==> src/rtl/ps2_key_rx.sv <==
// PS/2 device-to-host receiver producing the {toggle, pressed, extended, code} key event word.
// Define PS2_REPEAT_FILTER_EN to suppress typematic repeats of the most recently made key.
module ps2_key_rx #(
    parameter int FILTER_LEN     = 4,
    parameter int TIMEOUT_CYCLES = 24000
) (
    input  logic        clk_sys,
    input  logic        reset_n,
    input  logic        ps2_clk_in,
    input  logic        ps2_data_in,
    output logic [10:0] ps2_key,
    output logic        frame_err,
    output logic        busy
);
    localparam int FW = $clog2(FILTER_LEN + 1);
    localparam int TW = $clog2(TIMEOUT_CYCLES + 1);

    typedef enum logic [1:0] {IDLE, DATA, PARITY, STOP} state_t;

    logic [1:0]    clk_sync_q, clk_sync_d;
    logic [1:0]    data_sync_q, data_sync_d;
    logic          filt_q, filt_d;
    logic [FW-1:0] fcnt_q, fcnt_d;
    logic          fall;
    logic          data_bit;

    state_t        state_q;
    logic [2:0]    bit_cnt_q;
    logic [7:0]    shift_q;
    logic          parity_q;
    logic [TW-1:0] to_cnt_q;
    logic          ext_q, brk_q;
    logic [10:0]   key_q;
    logic          err_q;
`ifdef PS2_REPEAT_FILTER_EN
    logic          held_vld_q;
    logic [8:0]    held_q;
`endif

    // The filtered clock only moves once the synchronized line has disagreed with it for FILTER_LEN samples.
    always_comb begin
        clk_sync_d  = {clk_sync_q[0], ps2_clk_in};
        data_sync_d = {data_sync_q[0], ps2_data_in};
        filt_d      = filt_q;
        fcnt_d      = '0;
        fall        = 1'b0;
        if (clk_sync_q[1] != filt_q) begin
            if (fcnt_q == FW'(FILTER_LEN - 1)) begin
                filt_d = ~filt_q;
                fall   = filt_q;
            end else begin
                fcnt_d = fcnt_q + 1'b1;
            end
        end
    end

    assign data_bit = data_sync_q[1];

    always_ff @(posedge clk_sys or negedge reset_n) begin
        if (!reset_n) begin
            clk_sync_q  <= 2'b11;
            data_sync_q <= 2'b11;
            filt_q      <= 1'b1;
            fcnt_q      <= '0;
        end else begin
            clk_sync_q  <= clk_sync_d;
            data_sync_q <= data_sync_d;
            filt_q      <= filt_d;
            fcnt_q      <= fcnt_d;
        end
    end

    always_ff @(posedge clk_sys or negedge reset_n) begin
        if (!reset_n) begin
            state_q    <= IDLE;
            bit_cnt_q  <= '0;
            shift_q    <= '0;
            parity_q   <= 1'b0;
            to_cnt_q   <= '0;
            ext_q      <= 1'b0;
            brk_q      <= 1'b0;
            key_q      <= '0;
            err_q      <= 1'b0;
`ifdef PS2_REPEAT_FILTER_EN
            held_vld_q <= 1'b0;
            held_q     <= '0;
`endif
        end else begin
            err_q <= 1'b0;
            if (fall) begin
                to_cnt_q <= '0;
            end else if (state_q != IDLE) begin
                to_cnt_q <= to_cnt_q + 1'b1;
            end

            if (!fall && state_q != IDLE && to_cnt_q == TW'(TIMEOUT_CYCLES - 1)) begin
                state_q  <= IDLE;
                to_cnt_q <= '0;
                err_q    <= 1'b1;
                ext_q    <= 1'b0;
                brk_q    <= 1'b0;
            end else if (fall) begin
                case (state_q)
                    IDLE: begin
                        if (!data_bit) begin
                            state_q   <= DATA;
                            bit_cnt_q <= '0;
                        end
                    end
                    DATA: begin
                        shift_q   <= {data_bit, shift_q[7:1]};
                        bit_cnt_q <= bit_cnt_q + 1'b1;
                        if (bit_cnt_q == 3'd7) state_q <= PARITY;
                    end
                    PARITY: begin
                        parity_q <= data_bit;
                        state_q  <= STOP;
                    end
                    default: begin
                        state_q <= IDLE;
                        // Odd parity over data+parity and a high stop bit make a good frame.
                        if (!(data_bit && ^{shift_q, parity_q})) begin
                            err_q <= 1'b1;
                            ext_q <= 1'b0;
                            brk_q <= 1'b0;
                        end else if (shift_q == 8'hE0) begin
                            ext_q <= 1'b1;
                        end else if (shift_q == 8'hF0) begin
                            brk_q <= 1'b1;
                        end else begin
                            ext_q <= 1'b0;
                            brk_q <= 1'b0;
`ifdef PS2_REPEAT_FILTER_EN
                            if (brk_q) begin
                                key_q <= {~key_q[10], 1'b0, ext_q, shift_q};
                                if ({ext_q, shift_q} == held_q) held_vld_q <= 1'b0;
                            end else if (!(held_vld_q && {ext_q, shift_q} == held_q)) begin
                                key_q      <= {~key_q[10], 1'b1, ext_q, shift_q};
                                held_q     <= {ext_q, shift_q};
                                held_vld_q <= 1'b1;
                            end
`else
                            key_q <= {~key_q[10], ~brk_q, ext_q, shift_q};
`endif
                        end
                    end
                endcase
            end
        end
    end

    assign ps2_key   = key_q;
    assign frame_err = err_q;
    assign busy      = (state_q != IDLE);

endmodule

==> config.mk <==
export PLATFORM = sky130hd
export DESIGN_NAME = ps2_key_rx
export DESIGN_NICKNAME = d
export VERILOG_FILES = /design/src/rtl/ps2_key_rx.sv
export SDC_FILE = /design/constraint.sdc
export NUM_CORES = 1
export LEC_CHECK = 0
export CAP_MARGIN = 0
export CORE_ASPECT_RATIO = 1.5
export CORE_MARGIN = 2
export CORE_UTILIZATION = 40
export CTS_BUF_LIST = sky130_fd_sc_hd__clkbuf_4
export DETAILED_ROUTE_END_ITERATION = 7
export GPL_TIMING_DRIVEN = 0
export SLEW_MARGIN = 20
export SYNTH_ARGS = -nofsm -noshare
export SYNTH_HDL_FRONTEND = slang
export SYNTH_SLANG_ARGS = --single-unit
==> constraint.sdc <==
create_clock -name clk_sys -period 2.35 [get_ports clk_sys]
set_input_delay 0.3525 -clock clk_sys [delete_from_list [all_inputs] [get_ports clk_sys]]
set_output_delay 0.3525 -clock clk_sys [all_outputs]
set_load 0.1 [all_outputs]
; ---- Word-level counts from Yosys, hierarchy flattened
; Cells that the tools add are included.
[word_totals]
reg_bits = 51
wordCells = 86
[op_classes]
add_sub_neg = 3
reduce_logical = 19
n_eq_ne = 14
mux = 30
n_bitwise = 7
[op_table]
columns = operator, count
row1 = $mux W15, 3
row2 = $mux W1, 18
row3 = $eq A8 B8 Y1 const B, 2
row4 = $add A15 B1 Y15 const B, 1
row5 = $eq A15 B15 Y1 const B, 1
row6 = $reduce_and A3 Y1, 5
row7 = $mux W3, 3
row8 = $ne A3 B3 Y1 const B, 3
row9 = $reduce_xor A9 Y1, 1
row10 = $mux W2, 4
row11 = $not A1 Y1, 7
row12 = $add A3 B1 Y3 const B, 2
row13 = $pmux W2 S3, 1
row14 = $pmux W3 S2, 1
row15 = $reduce_and A6 Y1, 1
row16 = $reduce_bool A2 Y1, 3
row17 = $ne A4 B4 Y1 const B, 1
row18 = $reduce_and A4 Y1, 1
row19 = $eq A3 B2 Y1 const B, 1
row20 = $eq A3 B3 Y1 const B, 1
row21 = $logic_and A1 B1 Y1, 3
row22 = $reduce_bool A3 Y1, 1
row23 = $reduce_or A3 Y1, 1
row24 = $eq A2 B1 Y1 const B, 1
row25 = 7 further kinds, 7

; ---- Depth between registers and ports, before layout
; Gate-level depths: netlist (run 1).
[depth]
ltp_word = 8
depth_mapped = 8

; ---- Least setup slack after synthesis (run 1)
; OpenSTA, ideal clock, no wires.
[synth_timing]
path_kind = flip-flop to flip-flop
from = register state_q[0]
to = register ext_q
slack_ns = 0.340
arrival_time_ns = 1.891
required_ns = 2.231
synth_period_minus_slack_ns = 2.010
path_stages_with_launch = 9
setup_time_ns = 0.119
n_path_buf = 1
cell_sequence = dfrtp_1 > inv_1 > ha_1 > clkbuf_1 > nand3b_1 > nor4_4 > mux2i_2 > a41o_1 > o21a_1
[synth_via]
elab_chain_cells = 5
elab_cells_between_ends = 12
cone_classes = 4 x eq/ne / 1 x mux / 7 x reduce/logical
[synth_lines]
columns = element, line
row1 = "start, declared", 27  ; state_t state_q;
row2 = "start signal, assigned", 75  ; state_q <= IDLE;
row3 = "start signal, assigned", 97  ; state_q <= IDLE;
row4 = "start signal, assigned", 106  ; state_q <= DATA;
row5 = $reduce_bool A2 Y1, 96  ; if (!fall && state_q != IDLE && to_cnt_q == TW'(TIMEOUT_CYCLES - 1)) begin
row6 = $logic_and A1 B1 Y1 (2 in a row), 96
row7 = $ne A4 B4 Y1 (no line) (tied with other cells), n/a
row8 = $reduce_and A3 Y1 (no line), n/a
row9 = "end signal, assigned", 100  ; ext_q <= 1'b0;
row10 = "end signal, assigned", 124  ; ext_q <= 1'b0;
row11 = "end signal, assigned", 127  ; ext_q <= 1'b1;
row12 = "end, declared", 32  ; logic ext_q, brk_q;
; Several ways; a longest one is shown, not always the timed one.
; A chain may end at the register's enable or synchronous reset.

; ---- Final worst setup path (run 1)
[layout_timing]
from = register key_q[10], in the netlist ps2_key[10]
to = output port ps2_key[10]
[layout_rtl]
columns = element, line
row1 = "start, declared", 33  ; logic [10:0] key_q;
row2 = "start signal, assigned", 143  ; key_q <= {~key_q[10], ~brk_q, ext_q, shift_q};
row3 = "end, declared", 11  ; output logic [10:0] ps2_key,
; No word-level cell between the ends.

==> summary.md, run 1 <==
| Metric | Value |
|---|---|
| Die Y | `99.46 um` |
| Worst Setup End Kind | `output pin` |
| Max clock buf depth | `2` |
| Seq/Total Area, Yosys | `0.5278` |
| Gpl congestion | `0.7821` |
| Leakage | `1.279 nW` |
| Finished Core Util | `0.4719` |
| Commonest non-fill, non-tap cell in the layout | `dfrtp_1` |
| Die area | `6727 um2` |
| Slew HR | `0.3553` |
| Clock Skew | `0.01761 ns` |
| First drt pass iteration count | `4` |
| Global-route usage over all layers | `0.1397` |
| Htree depth | `2` |
| Initial core utilization | `0.4169` |
| Row count | `34` |
| Hpwl dp | `2949 um` |
| Die width | `67.64 um` |
| CTS tree | `yes` |
| CTS Buf Count | `5` |
| Top Ports | `17` |
| Hold Path Depth | `1` |
| Routed via count | `1623` |
| Seq cells post-synth | `51` |
| Synth Flop Type | `dfrtp_1` |
| Power Density | `681.0 nW/um2` |
| Slew @ Worst Pin | `0.9640 ns` |
| Largest net degree at the start of global routing | `52` |
| Maxcap violations | `0` |
| Crit Path Max Fanout | `2` |
| Setup CP Type | `flip-flop to output pin` |
| Worst r2r path cells | `8` |
| Nets | `247` |
| Mapped Area | `2430 um2` |
| Register-to-register setup slack | `0.22 ns` |
| CP max stage delay | `1.13 ns` |
| First-pass GRT wire length | `7196 um` |
| Cells after synthesis | `211` |
| Final count of pins violating max slew | `0` |
| Hold Fails Final Rpt | `0` |
| Worst Path Arrival | `1.89 ns` |
| Routed WL | `4165 um` |
| Crit-path leading delay family | `buffers and inverters` |
| Commonest non-fill, non-tap cells in the layout | `dfrtp_1 (46), nor2_1 (20), mux2_2 (20)` |
| Hold_sp | `ps2_clk_in` |
| Routed vias/inst | `5.269` |
| # port buffers | `16` |
| Final min period | `2.242 ns` |
| Worst Hold Class | `primary input to flip-flop` |
| Slowest CP cell | `clkdlybuf4s50_1` |
| Worst r2r dst | `ext_q` |
| Syn nets | `223` |
| Synth cell types | `40` |
| Drt drc | `0` |
| Ys Warns | `0` |
| Setup Viol. Count Final | `0` |
| Vias in the first global route | `1586` |
| Final Non-Filler Cells | `308` |
| RSZ-0062 raised after global routing | `no` |
| Number of flops mapped to enable cells by yosys | `0` |
| Total grt overflow | `0` |
| Worst-Skew Late Latency | `0.38 ns` |
| ANT cells | `0` |
| Final period util | `0.9542` |
| Clock Sinks | `51` |
| Ys async rst share | `1.000` |
| Worst Setup Start Kind | `flip-flop` |
| Area grow syn2layout | `13.18%` |
| Drt initial violations | `80` |
| Status | `completed` |
| CP required | `2.00 ns` |
| Cell count after placement | `299` |
| Antenna Violating Nets Remaining | `0` |
| Layout cells sized above 1 | `0.1822` |
| CP Cell Sequence | `clkdlybuf4s50_1` |
| Clk root buf | `clkbuf_4` |
| Mean Syn Cell Area | `11.52 um2` |
| Maximum vdd drop | `0.6852 mV` |
| Reg clk slew, reported paths | `0.15 ns` |
| Worst hold margin | `0.3590 ns` |
| Hold endpoint | `clk_sync_q[0]` |
| WL/cell | `13.52 um` |
| Initial antenna violation count | `0` |
| Core Area | `5828 um2` |
| Layout fillers | `549` |
| Fmax | `0.4459 GHz` |
| Critical path buffer and inverter count | `1` |
| Worst reg2reg path startpoint | `state_q[0]` |
-- cells by family after synthesis --
logic type,count (synthesis),share of synthesized area
flops,51,0.5278
mux,22,0.1025
fa+ha+maj,8,0.04120
xor+xnor,20,0.07775
buf+inv,14,0.02368
compound gates,26,0.06900
simple gates,70,0.1581
-- what timing repair did --
action | 4_1_cts | 5_1_grt
endpoints found under the hold margin | 21 | 0
buffers inserted | 0 | 1
gates resized for setup | 5 | 2
pin swaps | 1 | 1
setup endpoints to repair | 9 | 18
hold buffers | 1 | 0
-- per-layer routing --
layer	GRT usage	vias to the layer above	part of all wire
met5	0	-	0
met4	0.05495	0	0.027
met3	0.03733	11	0.032
met2	0.2443	28	0.53
met1	0.1563	797	0.41
li1	-	787	-
-- power breakdown --
group / internal (mW) / total [mW] / switching [mW]
sequential: 0.955 / 1.02 / 0.0657
clock: 0.118 / 0.402 / 0.284
combinational: 0.160 / 0.451 / 0.291
total: 1.23 / 1.87 / 0.641
-- flip-flops by register name, summed over array words and instances, names as in the netlist --
register     cells
parity_q         1
fcnt_q           3
bit_cnt_q        3
shift_q          8
brk_q            1
frame_err        1
state_q          2
ps2_key         11
filt_q           1
clk_sync_q       2
data_sync_q      2
ext_q            1
to_cnt_q        15
-- cell usage after synthesis (all sizes together), types with 2 or more instances --
master / number / share of area
nor3b: 5 / 0.015
nor2: 20 / 0.031
mux2i: 2 / 0.0098
dfrtp: 46 / 0.47
nor2b: 6 / 0.015
nand2: 14 / 0.022
o21a: 2 / 0.0062
o21ai: 7 / 0.014
nand4: 5 / 0.013
clkbuf: 6 / 0.0093
a31oi: 3 / 0.0077
ha: 8 / 0.041
xor2: 8 / 0.029
nor3: 3 / 0.0062
dfstp: 5 / 0.054
inv: 6 / 0.0093
a22o: 2 / 0.0072
buf: 2 / 0.0051
nor4: 2 / 0.011
a211oi: 2 / 0.0062
nand3: 7 / 0.014
a21oi: 6 / 0.012
xnor2: 11 / 0.040
mux2: 20 / 0.093
-- how the worst max path moves through the flow --
stage                            from     endpoint  slack, ns  cells after the start
final                     ps2_key[10]  ps2_key[10]       0.11                      1
after global routing       state_q[0]  to_cnt_q[4]       0.03                      8
after CTS                  state_q[0]  to_cnt_q[4]      0.005                      8
after detailed placement   state_q[0]         busy      -0.19                      5
after global placement        reset_n  to_cnt_q[5]      -0.60                      1
after floorplan            state_q[0]        ext_q       0.34                      8
-- cell type report --
cell class | count | area, um2 | area share
Timing Repair Buffer | 18 | 170.2 | 0.06187
Sequential cell | 51 | 1282 | 0.4663
Clock inverter | 3 | 18.77 | 0.006824
Multi-Input combinational cell | 146 | 1097 | 0.3990
Buffer | 7 | 31.28 | 0.01137
Inverter | 6 | 22.52 | 0.008189
Clock buffer | 5 | 37.54 | 0.01365
Tap cell | 72 | 90.09 | 0.03276
-- per-stage QoR --
stage                     instance area [um2]  TNS, ns  total power [mW]  setup slack [ns]
after floorplan                          2430        0             1.377            0.3401
after global placement                   2680   -28.05             1.491           -0.6026
after detailed placement                 2678  -0.1945             1.501           -0.1945
after CTS                                2739        0             1.898          0.005326
after global routing                     2750        0             2.004           0.02587
final                                    2750        0             1.873            0.1075
Power figures use the tool's default switching activity.
==> inputs of run 2 (changes only) <==
HOLD_SLACK_MARGIN = 0.1   (was default)
==> results of run 2 <==
Same layout as run 1: the final DEF is identical, and so are final timing and power.
